--- src/rtl/chaos_pkg.sv ---
// ----------------------------------------------------------------------------
// chaos_pkg
//   Shared definitions for the chaos-cipher receiver datapath.
//   - SEED_IV_DEFAULT : initial "previous ciphertext" byte for chaining
//   - FP_* constants  : IEEE-754 single-precision reference values
//   - key_fold()      : folds a chaotic float sample into an 8-bit key byte
// ----------------------------------------------------------------------------
package chaos_pkg;

   localparam logic [7:0]  SEED_IV_DEFAULT = 8'hA5;

   localparam logic [31:0] FP_ONE          = 32'h3F80_0000;
   localparam logic [31:0] FP_HALF         = 32'h3F00_0000;
   localparam logic [31:0] FP_NEG_ONE      = 32'hBF80_0000;

   // Only the mantissa bits carry chaotic entropy; sign and exponent are
   // nearly constant across the sawtooth map's range, so they are dropped.
   function automatic logic [7:0] key_fold(input logic [31:0] sample);
      return sample[7:0] ^ sample[15:8] ^ {1'b0, sample[22:16]};
   endfunction

endpackage

--- src/rtl/key_fifo.sv ---
// ----------------------------------------------------------------------------
// key_fifo
//   Synchronous 8-bit FIFO holding folded key bytes.
//   Ports:
//     clk, reset        clock, asynchronous active-high reset
//     push, push_data   write request and data (ignored when full)
//     pop               read request (ignored when empty)
//     pop_data          head entry (valid when !empty)
//     full, empty       status
//     level             occupancy, 0..DEPTH
//   A push into an empty FIFO becomes visible the following cycle.
// ----------------------------------------------------------------------------
module key_fifo #(
   parameter int unsigned DEPTH = 8
) (
   input  logic                     clk,
   input  logic                     reset,
   input  logic                     push,
   input  logic [7:0]               push_data,
   input  logic                     pop,
   output logic [7:0]               pop_data,
   output logic                     full,
   output logic                     empty,
   output logic [$clog2(DEPTH):0]   level
);

   localparam int unsigned AW = $clog2(DEPTH);

   logic [7:0]  mem [DEPTH];
   // Extra MSB separates full (MSBs differ) from empty (MSBs equal).
   logic [AW:0] wr_ptr_q;
   logic [AW:0] rd_ptr_q;
   logic        do_push;
   logic        do_pop;

   assign empty    = (wr_ptr_q == rd_ptr_q);
   assign full     = (wr_ptr_q[AW] != rd_ptr_q[AW]) &&
                     (wr_ptr_q[AW-1:0] == rd_ptr_q[AW-1:0]);
   assign level    = wr_ptr_q - rd_ptr_q;
   assign pop_data = mem[rd_ptr_q[AW-1:0]];

   assign do_push  = push && !full;
   assign do_pop   = pop && !empty;

   always_ff @(posedge clk or posedge reset) begin
      if (reset) begin
         wr_ptr_q <= '0;
         rd_ptr_q <= '0;
      end else begin
         if (do_push) wr_ptr_q <= wr_ptr_q + 1'b1;
         if (do_pop)  rd_ptr_q <= rd_ptr_q + 1'b1;
      end
   end

   // Storage needs no reset; pointers define which entries are live.
   always_ff @(posedge clk) begin
      if (do_push) mem[wr_ptr_q[AW-1:0]] <= push_data;
   end

endmodule

--- src/rtl/chaos_pixel_decrypt.sv ---
// ----------------------------------------------------------------------------
// chaos_pixel_decrypt
//   Receiver-side pixel decryptor. Chaotic float samples are folded into key
//   bytes and buffered; each ciphertext byte is XORed with the next key byte
//   (and, when chaining is built in, with the previous ciphertext byte).
//   Build option: define CHAIN_DIFFUSION_EN for p = c ^ k ^ prev_c with
//   prev_c restarting at SEED_IV each frame; otherwise p = c ^ k.
//   Ports:
//     clk, reset                       clock, asynchronous active-high reset
//     ks_valid, ks_data, ks_ready      chaotic sample stream in
//     ct_valid, ct_data, ct_ready      ciphertext byte stream in
//     pt_valid, pt_data, pt_ready      plaintext byte stream out
//     frame_done                       pulses with the last pixel of a frame
//     ks_level                         key FIFO occupancy
// ----------------------------------------------------------------------------
module chaos_pixel_decrypt
   import chaos_pkg::*;
#(
   parameter int unsigned PRECISION    = 32,
   parameter int unsigned FIFO_DEPTH   = 8,
   parameter int unsigned FRAME_PIXELS = 65536,
   parameter logic [7:0]  SEED_IV      = SEED_IV_DEFAULT
) (
   input  logic                          clk,
   input  logic                          reset,
   input  logic                          ks_valid,
   input  logic [PRECISION-1:0]          ks_data,
   output logic                          ks_ready,
   input  logic                          ct_valid,
   input  logic [7:0]                    ct_data,
   output logic                          ct_ready,
   output logic                          pt_valid,
   output logic [7:0]                    pt_data,
   input  logic                          pt_ready,
   output logic                          frame_done,
   output logic [$clog2(FIFO_DEPTH):0]   ks_level
);

   localparam int unsigned CNT_W = (FRAME_PIXELS > 1) ? $clog2(FRAME_PIXELS) : 1;
   localparam logic [CNT_W-1:0] LAST_PIX = CNT_W'(FRAME_PIXELS - 1);

   logic [31:0]      sample32;
   logic [7:0]       key_in;
   logic [7:0]       key_head;
   logic             fifo_full;
   logic             fifo_empty;
   logic             fire;
   logic             last_pix;
   logic [7:0]       plain;

   logic             pt_valid_q;
   logic [7:0]       pt_data_q;
   logic             frame_done_q;
   logic [CNT_W-1:0] pix_cnt_q;

   assign sample32 = 32'(ks_data);
   assign key_in   = key_fold(sample32);

   key_fifo #(
      .DEPTH (FIFO_DEPTH)
   ) u_key_fifo (
      .clk       (clk),
      .reset     (reset),
      .push      (ks_valid),
      .push_data (key_in),
      .pop       (fire),
      .pop_data  (key_head),
      .full      (fifo_full),
      .empty     (fifo_empty),
      .level     (ks_level)
   );

   assign ks_ready = !fifo_full;
   // Accept only when a key is available and the output slot frees this cycle.
   assign ct_ready = !fifo_empty && (!pt_valid_q || pt_ready);
   assign fire     = ct_valid && ct_ready;
   assign last_pix = (pix_cnt_q == LAST_PIX);

`ifdef CHAIN_DIFFUSION_EN
   logic [7:0] prev_c_q;

   assign plain = ct_data ^ key_head ^ prev_c_q;

   always_ff @(posedge clk or posedge reset) begin
      if (reset) begin
         prev_c_q <= SEED_IV;
      end else if (fire) begin
         prev_c_q <= last_pix ? SEED_IV : ct_data;
      end
   end
`else
   logic unused_seed_iv;

   assign unused_seed_iv = ^SEED_IV;
   assign plain          = ct_data ^ key_head;
`endif

   always_ff @(posedge clk or posedge reset) begin
      if (reset) begin
         pt_valid_q   <= 1'b0;
         pt_data_q    <= 8'h00;
         frame_done_q <= 1'b0;
         pix_cnt_q    <= '0;
      end else begin
         frame_done_q <= fire && last_pix;
         if (fire) begin
            pt_valid_q <= 1'b1;
            pt_data_q  <= plain;
            pix_cnt_q  <= last_pix ? '0 : pix_cnt_q + 1'b1;
         end else if (pt_ready) begin
            pt_valid_q <= 1'b0;
         end
      end
   end

   assign pt_valid   = pt_valid_q;
   assign pt_data    = pt_data_q;
   assign frame_done = frame_done_q;

endmodule

--- config.mk ---
export PLATFORM = sky130hd
export DESIGN_NAME = chaos_pixel_decrypt
export DESIGN_NICKNAME = d
export VERILOG_FILES = /design/src/rtl/chaos_pkg.sv /design/src/rtl/key_fifo.sv /design/src/rtl/chaos_pixel_decrypt.sv
export SDC_FILE = /design/constraint.sdc
export NUM_CORES = 1
export LEC_CHECK = 0
export CAP_MARGIN = 20
export CORE_MARGIN = 2
export CORE_UTILIZATION = 50
export CTS_BUF_LIST = sky130_fd_sc_hd__clkbuf_4 sky130_fd_sc_hd__clkbuf_8 sky130_fd_sc_hd__clkbuf_16
export CTS_CLUSTER_DIAMETER = 200
export DETAILED_ROUTE_END_ITERATION = 10
export PLACE_DENSITY = 0.74
export SETUP_SLACK_MARGIN = 0.1
export SYNTH_ARGS = -nofsm -noshare
export SYNTH_HDL_FRONTEND = slang
export SYNTH_SLANG_ARGS = --single-unit
--- constraint.sdc ---
create_clock -name clk -period 5.5 [get_ports clk]
set_input_delay 1.1 -clock clk [delete_from_list [all_inputs] [get_ports clk]]
set_output_delay 1.1 -clock clk [all_outputs]
set_load 0.02 [all_outputs]
# --- Yosys cells after proc, flatten, opt, wreduce, memory -nomap -nowiden ---
# Memory sizes are Yosys's and may differ from the RTL's.
# Index checks and enable logic that the tools add are counted.
totals:
  ff_bits: 34
  latch_bits: 0
  ramBits: 64
  mem_bits_ro: 0
  out_inout_bits: 16
  wordCells: 34
  memories: 1
memory_table:
  columns: ["name", "depth", "word_bits", "read_ports", "rd_ports_with_merged_regs", "write_ports", "line_no", "source"]
  rows:
  - ["u_key_fifo.mem", 8, 8, 1, 0, 1, "key_fifo.sv:29", "logic [7:0] mem [DEPTH];"]
op_classes:
  n_addsub: 4
  mul: 0
  div_mod_pow: 0
  n_lt_le_gt_ge: 0
  n_eq_ne: 4
  shifts: 0
  mux: 5
  bitwise_logic: 3
  n_reduce_logical: 11
op_table:
  columns: ["cell", "count"]
  rows:
  - ["16-bit by 1-bit adder with 16-bit output (second input constant)", 1]
  - ["16-bit equality test (second input constant)", 1]
  - ["16-bit two-way mux", 1]
  - ["8-bit XOR", 2]
  - ["4-bit by 1-bit adder with 4-bit output (second input constant)", 2]
  - ["8-bit by 7-bit XOR with 8-bit output", 1]
  - ["1-bit logical AND", 6]
  - ["4-bit equality test", 1]
  - ["1-bit two-way mux", 4]
  - ["4-bit subtractor", 1]
  - ["3-bit equality test", 1]
  - ["1-bit logical NOT", 3]
  - ["2-bit nonzero test", 1]
  - ["1-bit logical OR", 1]
  - ["1-bit inequality test", 1]

# --- Longest topological paths before layout ---
# Gate-level depths: netlist of run 1.
logic_depth:
  depth_word: 6
  depth_mapped: 10
  depth_no_buf: 6

# --- Cells and area by module ---
# Synthesis of run 1 repeated with hierarchy kept, for this count alone.
hier_totals:
  hier_cells: 308
  area_unflattened_um2: 4385.5
modules_own_cells:
  columns: ["module", "instances", "cells_each", "area_each_um2", "seq_area_each_um2"]
  rows:
  - ["key_fifo", 1, 168, 2994.1, 2122.0]
  - ["chaos_pixel_decrypt", 1, 140, 1391.3, 650.6]

# --- Least setup slack after synthesis of run 1 ---
# Ideal clock, no wire load.
synth_timing:
  path_type: "register to output"
  start: "register u_key_fifo.rd_ptr_q[2]"
  end: "output ks_level[3]"
  arrival_time_ps: 1635
  t_required_ps: 4400
  setup_slack_ps: 2765
  stages_incl_launch_ff: 7
  path_cell_list: "dfrtp_1 > buf_2 > buf_2 > inv_1 > ha_1 > a21oi_1 > xor2_1"
synth_between:
  elab_chain_cells: 1
synth_lines:
  columns: ["element", "line_no", "source"]
  rows:
  - ["start: declaration", "key_fifo.sv:32", "logic [AW:0] rd_ptr_q;"]
  - ["start signal: assignment", "key_fifo.sv:51", "if (do_pop) rd_ptr_q <= rd_ptr_q + 1'b1;"]
  - ["4-bit subtractor", "key_fifo.sv:39", "assign level = wr_ptr_q - rd_ptr_q;"]
  - ["end: declaration", "chaos_pixel_decrypt.sv:36", "output logic [$clog2(FIFO_DEPTH):0] ks_level"]
# No other way between the ends.

# --- Worst setup path in the final report of run 1 ---
layout_timing:
  start: "register u_key_fifo.rd_ptr_q[2]"
  end: "output ks_ready"
layout_between:
  elab_chain_cells: 3
layout_lines:
  columns: ["element", "line_no", "source"]
  rows:
  - ["3-bit equality test", "key_fifo.sv:38", "(wr_ptr_q[AW-1:0] == rd_ptr_q[AW-1:0]);"]
  - ["1-bit logical AND", "key_fifo.sv:37", "assign full = (wr_ptr_q[AW] != rd_ptr_q[AW]) &&"]
  - ["1-bit logical NOT", "chaos_pixel_decrypt.sv:73", "assign ks_ready = !fifo_full;"]
  - ["end: declaration", "chaos_pixel_decrypt.sv:28", "output logic ks_ready,"]
# No other way between the ends.

==> results of run 1 <==
placed cells by master (no fill, tap or decap), types with 2 or more instances in the layout:
| cell type | synthesis | final |
|---|---|---|
| a41oi_1 | 2 | 2 |
| and3_1 | 4 | 4 |
| buf_4 | 0 | 4 |
| bufinv_16 | 0 | 2 |
| clkbuf_8 | 0 | 9 |
| clkdlybuf4s50_1 | 0 | 51 |
| dfrtp_1 | 34 | 34 |
| edfxtp_1 | 64 | 64 |
| ha_1 | 6 | 6 |
| inv_1 | 7 | 7 |
| inv_6 | 0 | 2 |
| mux2i_1 | 9 | 9 |
| mux4_1 | 4 | 4 |
| mux4_2 | 12 | 12 |
| nand2_1 | 28 | 28 |
| nand2b_1 | 4 | 4 |
| nand3_1 | 11 | 11 |
| nand4_1 | 3 | 3 |
| nor2_1 | 6 | 6 |
| nor3_1 | 6 | 6 |
| nor4_1 | 2 | 2 |
| o211ai_1 | 4 | 4 |
| o21a_1 | 2 | 2 |
| o21ai_0 | 13 | 13 |
| o311ai_0 | 2 | 2 |
| xnor2_1 | 22 | 22 |
| xor2_1 | 16 | 16 |
per-stage QoR:
step           cell area [um^2]  utilization, %  setup WS, ns
6_report                   5196           60.47         1.585
2_1_floorplan              4367               -         2.765
4_1_cts                    5196           60.47         1.561
3_3_place_gp               4972           57.86         1.826
5_1_grt                    5196           60.47         1.432
3_5_place_dp               4972           57.86         1.829
logic make-up (layout without fill, tap and decap cells):
family	Yosys count	in the layout	synth area share, %
buffers and inverters	20	79	2.292
and+or+nand+nor	71	71	8.023
DFF	98	98	63.50
AOI/OAI and AO/OA	31	31	5.100
xor gates and xnor gates	39	39	7.994
muxes	26	26	10.92
adders and majority gates	7	7	2.178
synth_stat cells (all sizes together), types with 2 or more instances:
cell | count | area, um^2
a41oi | 2 | 17.52
and3 | 4 | 25.02
buf | 10 | 62.56
clkbuf | 2 | 7.510
dfrtp | 34 | 850.8
edfxtp | 64 | 1922
ha | 6 | 75.07
inv | 8 | 30.03
mux2i | 9 | 90.09
mux4 | 16 | 375.4
nand2 | 28 | 105.1
nand2b | 4 | 25.02
nand3 | 11 | 55.05
nand4 | 3 | 18.77
nor2 | 6 | 22.52
nor3 | 6 | 30.03
nor4 | 2 | 12.51
o211ai | 5 | 51.30
o21a | 2 | 15.01
o21ai | 13 | 65.06
o311ai | 2 | 17.52
xnor2 | 22 | 192.7
xor2 | 17 | 156.4
worst reg2reg max path: cells and delay by family, from the launching register on:
family / cells / cell delay [ns]
AO/OA/AOI/OAI: 1 / 0.54
adder cells (fa/ha/maj): 1 / 0.38
buffers and inverters: 1 / 0.12
flip-flops: 1 / 0.91
AND/OR/NAND/NOR: 2 / 1.01
metal layers:
layer	up-vias	part of all wire, %	wire length, um
met5	-	0	0
met4	0	1.1	89
met3	8	3.9	303
met1	1280	44	3469
met2	54	51	4001
li1	1198	-	-
power by group through the flow:
stage                     sequential, uW  combinational, uW  clock (uW)
after detailed placement            1110               1040           0
after CTS                           1090               1050         524
final                               1090               1030         511
after global routing                1110               1120         551
after global placement              1090               1020           0
after floorplan                     1090                703           0
registers in the layout, indices dropped and copies added, names as in the netlist:
register and flops:
frame_done 1, u_key_fifo.rd_ptr_q 4, pt_data 8, u_key_fifo.wr_ptr_q 4
u_key_fifo.mem 64, pix_cnt_q 16, pt_valid 1
cell type report:
class | instances | area, um^2
sequential | 98 | 2773
timing repair buffer | 55 | 540.5
tap | 108 | 135.1
multi-input combinational | 174 | 1494
inverter | 8 | 30.03
fill | 676 | 3397
clock inverter | 7 | 100.1
clock buffer | 9 | 123.9
worst paths after layout:
path	to	slack (ns)	cells past startpoint
max in group asynchronous	u_key_fifo.wr_ptr_q[0]$_DFFE_PP0P_	4.05	3
min in group asynchronous	pix_cnt_q[14]$_DFFE_PP0P_	1.13	3
hold / removal	pt_data[3]$_DFFE_PP0P_	0.49	2
setup reg to reg	u_key_fifo.mem[4][1]$_DFFE_PP_	2.17	5
hold reg to reg	pt_data[3]$_DFFE_PP0P_	0.49	2
setup / recovery	ks_ready	1.59	5
==> summary.txt, run 1 <==
Routing
  • Vias/cell: 5.534
  • Number of remaining DRC errors: 0
  • DRT Pass-1 Iters: 4
  • WL final: roughly 7.9 mm
  • Final ANT Viol Nets: 0
  • Vias: 2540
  • Starting DRC count in detailed routing: 135
  • Routed WL per cell: roughly 17 um

Synthesis
  • Top FF cell, synth: edfxtp_1
  • Cell area after synthesis: 4367 um^2
  • Ys async rst share: about a third
  • Register area share after synthesis: approximately 63%
  • Synth warn: 0
  • Cell variety after synth: 44
  • Average size of a mapped cell: 14.95 um^2
  • Post-Syn Nets: 344
  • Cells after Synth: 292
  • Post-synthesis register bit count: 98
  • Post-synth EDFFs: 64

Setup path
  • Max incr delay on CP: a little over 0.9 ns
  • Worst Setup End Kind: output port
  • Critical Path Slowest Stage Cell: dfrtp_1
  • Critical path class: flop to output port
  • Worst-path maximum fanout: 19
  • Buf+Inv Stages, Crit Path: 2
  • FF-to-FF Start: u_key_fifo.rd_ptr_q[2]$_DFFE_PP0P_
  • Startpoint Class: flop
  • Cell Chain, Critical Path: inv_1 -> ha_1 -> nand3_1 -> or2b_1 -> clkdlybuf4s50_1
  • Data required time at the worst endpoint: 4.40 ns
  • Worst EP arrival: about 2.8 ns
  • CP Launch Point: u_key_fifo.rd_ptr_q[2]$_DFFE_PP0P_
  • Kind of cell adding the most delay to the critical path: flip-flops

Power
  • Sequential power share: 41.4%
  • Static leakage: a little under 0.002 uW
  • P_sw: between 900 and 1000 uW
  • Switching Fraction: 34.81%
  • PD cells: around 510 nW/um^2
  • Int Pwr: ~1700 uW
  • Worst vdd ir: 0.1625 mV
  • Comb pwr share: approximately 39%
  • Power, Total: 2629 uW
  • Clock Power Share: 19.4%

Clock network
  • Root buf cell: clkbuf_8
  • CTS tree: done
  • CTS max path bufs: 2
  • Total CTS buffers: 9
  • Setup bufs post-CTS: 0
  • Clk pin slew, worst setup/hold paths: 0.09 ns
  • Post-cts sizing count: 0
  • Cts hold-fix bufs: 0
  • Clk sinks: 98
  • H-tree lvl count: 3
  • Clk Latency, worst-skew pair: approximately 0.36 ns

STA
  • Final Hold Vio Count: 0
  • Tcrit/Tclk final: 71.18%
  • Number of setup violations in the final report: 0
  • Hold slack: 0.4872 ns
  • Setup Skew: about 0.009 ns
  • Worst rel slew slack: roughly a third
  • RSZ-0062 raised after global routing: no
  • Worst slew pin tran: 1.002 ns
  • Final TNS setup: 0 ns
  • Final max-slew violation count: 0
  • F_max: 255.4 MHz
  • Fin crit period: approximately 3.9 ns

GRT
  • GRT Total Usage: 17.41%
  • GRT Residual Overflow: 0
  • GR peak layer: met2
  • Met2 Track Usage GR: between 20% and 30%
  • Met1 GRT Util: between 20% and 30%
  • First-pass GRT wire length: ~13 mm
  • Largest net degree at the start of global routing: 35
  • Grt met3 use: 3.741%
  • Initial antenna violation count: 0
  • Vias in the first global route: 2452

Floorplan
  • Die area: between 9000 and 10000 um^2
  • Die Wd: roughly 97 um
  • CORE AREA: 8593 um^2
  • Number of I/O pins: 61
  • Initial Utilization: a little over 50%
  • Number of placement rows: 34
  • Die H: 97.45 um

Cells and area
  • Layout overhead on the synthesized area: 19.00%
  • Non-filler instance count after layout: 459
  • Ant diodes: 0
  • Final nets: 398
  • Fraction of layout cells with a size suffix above 1: under 10%

Run
  • Number of max-cap violations: 0

Run status
  • Outcome: complete, no violations

Placement
  • RD Place Congestion: 0.7984
  • Placed Cells: 443
  • Port Buffers: 51
  • DP Wirelength: 5.312 mm

Hold path
  • Hold_sp: pt_data[3]$_DFFE_PP0P_
  • HP Class: flop to flop
No activity file was read; power rests on OpenSTA's default activity.
==> inputs of run 2 (changes only) <==
==> constraint.sdc (replaced) <==
create_clock -name clk -period 3.8 [get_ports clk]
set_input_delay 0.76 -clock clk [delete_from_list [all_inputs] [get_ports clk]]
set_output_delay 0.76 -clock clk [all_outputs]
set_load 0.02 [all_outputs]
==> run 2 against run 1 <==
Against the previous run: critical path depth is 1 higher; critical path type unchanged; worst setup slack worse by 1.1 ns; highest routed layer unchanged; clock skew hardly changed; design area is 0.79% higher; total power is 45% higher; combinational power is 51% higher; final cell count is 1.3% higher; hold slack worse by 0.012 ns.
==> summary.txt, run 2 (same netlist as run 1, synthesis figures left out) <==
Clock network
  • H-tree lvl count: 3 (unchanged)
  • Clk sinks: 98 (unchanged)
  • CTS tree: done
  • CTS max path bufs: 2 (unchanged)
  • Root buf cell: clkbuf_8
  • Setup bufs post-CTS: 0 (unchanged)
  • Post-cts sizing count: 0 (unchanged)
  • Cts hold-fix bufs: 0 (unchanged)
  • Total CTS buffers: 9 (unchanged)
  • Clk pin slew, worst setup/hold paths: 0.09 ns (about the same)
  • Clk Latency, worst-skew pair: 0.35 ns (about the same)

Cells and area
  • Commonest non-fill, non-tap cell in the layout: edfxtp_1
  • Final nets: 404 (+1.5%)
  • Commonest cells after routing, fill and taps aside: 64 x edfxtp_1, 51 x clkdlybuf4s50_1, 34 x dfrtp_1, 28 x nand2_1, 22 x xnor2_1
  • Max reg flops: 64 (unchanged)
  • Fraction of layout cells with a size suffix above 1: 11.48% (+1.5 points)
  • Layout overhead on the synthesized area: 19.94%
  • Ant diodes: 0 (unchanged)

Setup path
  • Worst Setup End Kind: output port
  • Startpoint Class: flop
  • Critical path class: flop to output port
  • Data required time at the worst endpoint: 3.04 ns (-1.36 ns)
  • R2R setup slack: 1.05 ns (-1.12 ns)
  • Worst EP arrival: 2.51 ns (-0.30 ns)
  • Worst-path maximum fanout: 11 (-8)

Floorplan
  • Die area: 9497 um^2 (unchanged)
  • Number of placement rows: 34 (unchanged)
  • CORE AREA: 8593 um^2 (unchanged)
  • Initial Utilization: 50.82% (unchanged)
  • Die H: 97.45 um (unchanged)
  • Die Wd: 97.45 um (unchanged)
  • Number of I/O pins: 61 (unchanged)

STA
  • F_max: slightly above 300 MHz
  • Worst slew pin tran: 0.8188 ns (-0.1828 ns)
  • Number of setup violations in the final report: 0 (unchanged)
  • Final TNS setup: 0 ns (unchanged)
  • Hold slack: 0.4756 ns (-0.01153 ns)
  • Worst rel slew slack: 45.15% (+12 points)
  • Tcrit/Tclk final: 86.14%
  • RSZ-0062 raised after global routing: no
  • Fin crit period: approximately 3.3 ns
  • Setup Skew: 0.009389 ns (+0.0003941 ns)
  • Final Hold Vio Count: 0 (unchanged)
  • Final max-slew violation count: 0 (unchanged)

GRT
  • GRT Residual Overflow: 0 (unchanged)
  • Initial antenna violation count: 0 (unchanged)
  • Largest net degree at the start of global routing: 35 (unchanged)
  • Met1 GRT Util: 23.64% (+0.92 points)
  • Vias in the first global route: 2700 (+10%)
  • Met2 Track Usage GR: 32.52% (+3.9 points)
  • Grt met3 use: 3.741% (unchanged)
  • First-pass GRT wire length: 13.61 mm (+7.2%)
  • GRT Total Usage: 18.48% (+1.1 points)
  • GR peak layer: met2

Run
  • Number of max-cap violations: 0 (unchanged)

Routing
  • Routed WL per cell: 17.48 um (+2.0%)
  • DRT Pass-1 Iters: 4 (unchanged)
  • Starting DRC count in detailed routing: 182 (+35%)
  • Vias/cell: 5.546 (+0.23%)
  • Vias: 2579 (+1.5%)
  • WL final: 8.130 mm (+3.4%)
  • Final ANT Viol Nets: 0 (unchanged)
  • Number of remaining DRC errors: 0 (unchanged)

Power
  • PD cells: 730.4 nW/um^2 (+44%)
  • Static leakage: 0.001951 uW (+1.6%)
  • Worst vdd ir: 0.3033 mV (+87%)

Hold path
  • HP Class: flop to flop

Placement
  • Port Buffers: 51 (unchanged)
  • DP Wirelength: 5.305 mm (-0.13%)
  • RD Place Congestion: 0.7457 (-6.6%)

Run status
  • Outcome: complete, no violations
run 2: worst paths after layout:
kind                                                    start                                  to  depth (start not counted)
hold reg to reg                      pix_cnt_q[8]$_DFFE_PP0P_            pix_cnt_q[8]$_DFFE_PP0P_                          1
min in group asynchronous                               reset           pix_cnt_q[13]$_DFFE_PP0P_                          3
setup / recovery           u_key_fifo.rd_ptr_q[1]$_DFFE_PP0P_                         ks_level[3]                          6
hold / removal                       pix_cnt_q[8]$_DFFE_PP0P_            pix_cnt_q[8]$_DFFE_PP0P_                          1
setup reg to reg           u_key_fifo.rd_ptr_q[2]$_DFFE_PP0P_      u_key_fifo.mem[6][2]$_DFFE_PP_                          7
max in group asynchronous                               reset  u_key_fifo.wr_ptr_q[1]$_DFFE_PP0P_                          3
run 2: metal layers:
layer	vias to the layer above	part of all wire, %
met5	-	0
met3	7	3.5
met4	0	0.65
li1	1214	-
met1	1302	44
met2	56	52
run 2: final cells by class:
class | count | area (um^2)
fillers | 671 | 3356
flip-flops and latches | 98 | 2773
multi-input cells | 174 | 1494
repair buffers | 61 | 585.6
well taps | 108 | 135.1
clock buffers | 10 | 131.4
clock inverters | 6 | 88.84
inverters | 8 | 30.03
run 2: per-stage QoR:
step           total power, uW  util [%]  cells  area (um^2)  worst slack (ns)
2_1_floorplan             2601         -    292         4367             1.081
3_3_place_gp              3087     58.39    449         5017            0.8042
3_5_place_dp              3132     58.39    449         5017            0.7846
4_1_cts                   3866     60.95    465         5238            0.5107
5_1_grt                   4051     60.95    465         5238            0.3979
6_report                  3825     60.95    465         5238            0.5267
run 2: worst max-delay path, cell delays in order, from the launching register on:
cell	delay (ns)
dfrtp_1	0.43
inv_2	0.30
ha_1	0.32
a21o_1	0.17
a21oi_1	0.16
xor2_1	0.16
clkdlybuf4s50_1	0.62
run 2: power breakdown:
group          total [uW]  internal (uW)  switching (uW)
clock                 733            380             354
sequential           1540           1400             138
combinational        1560            722             834
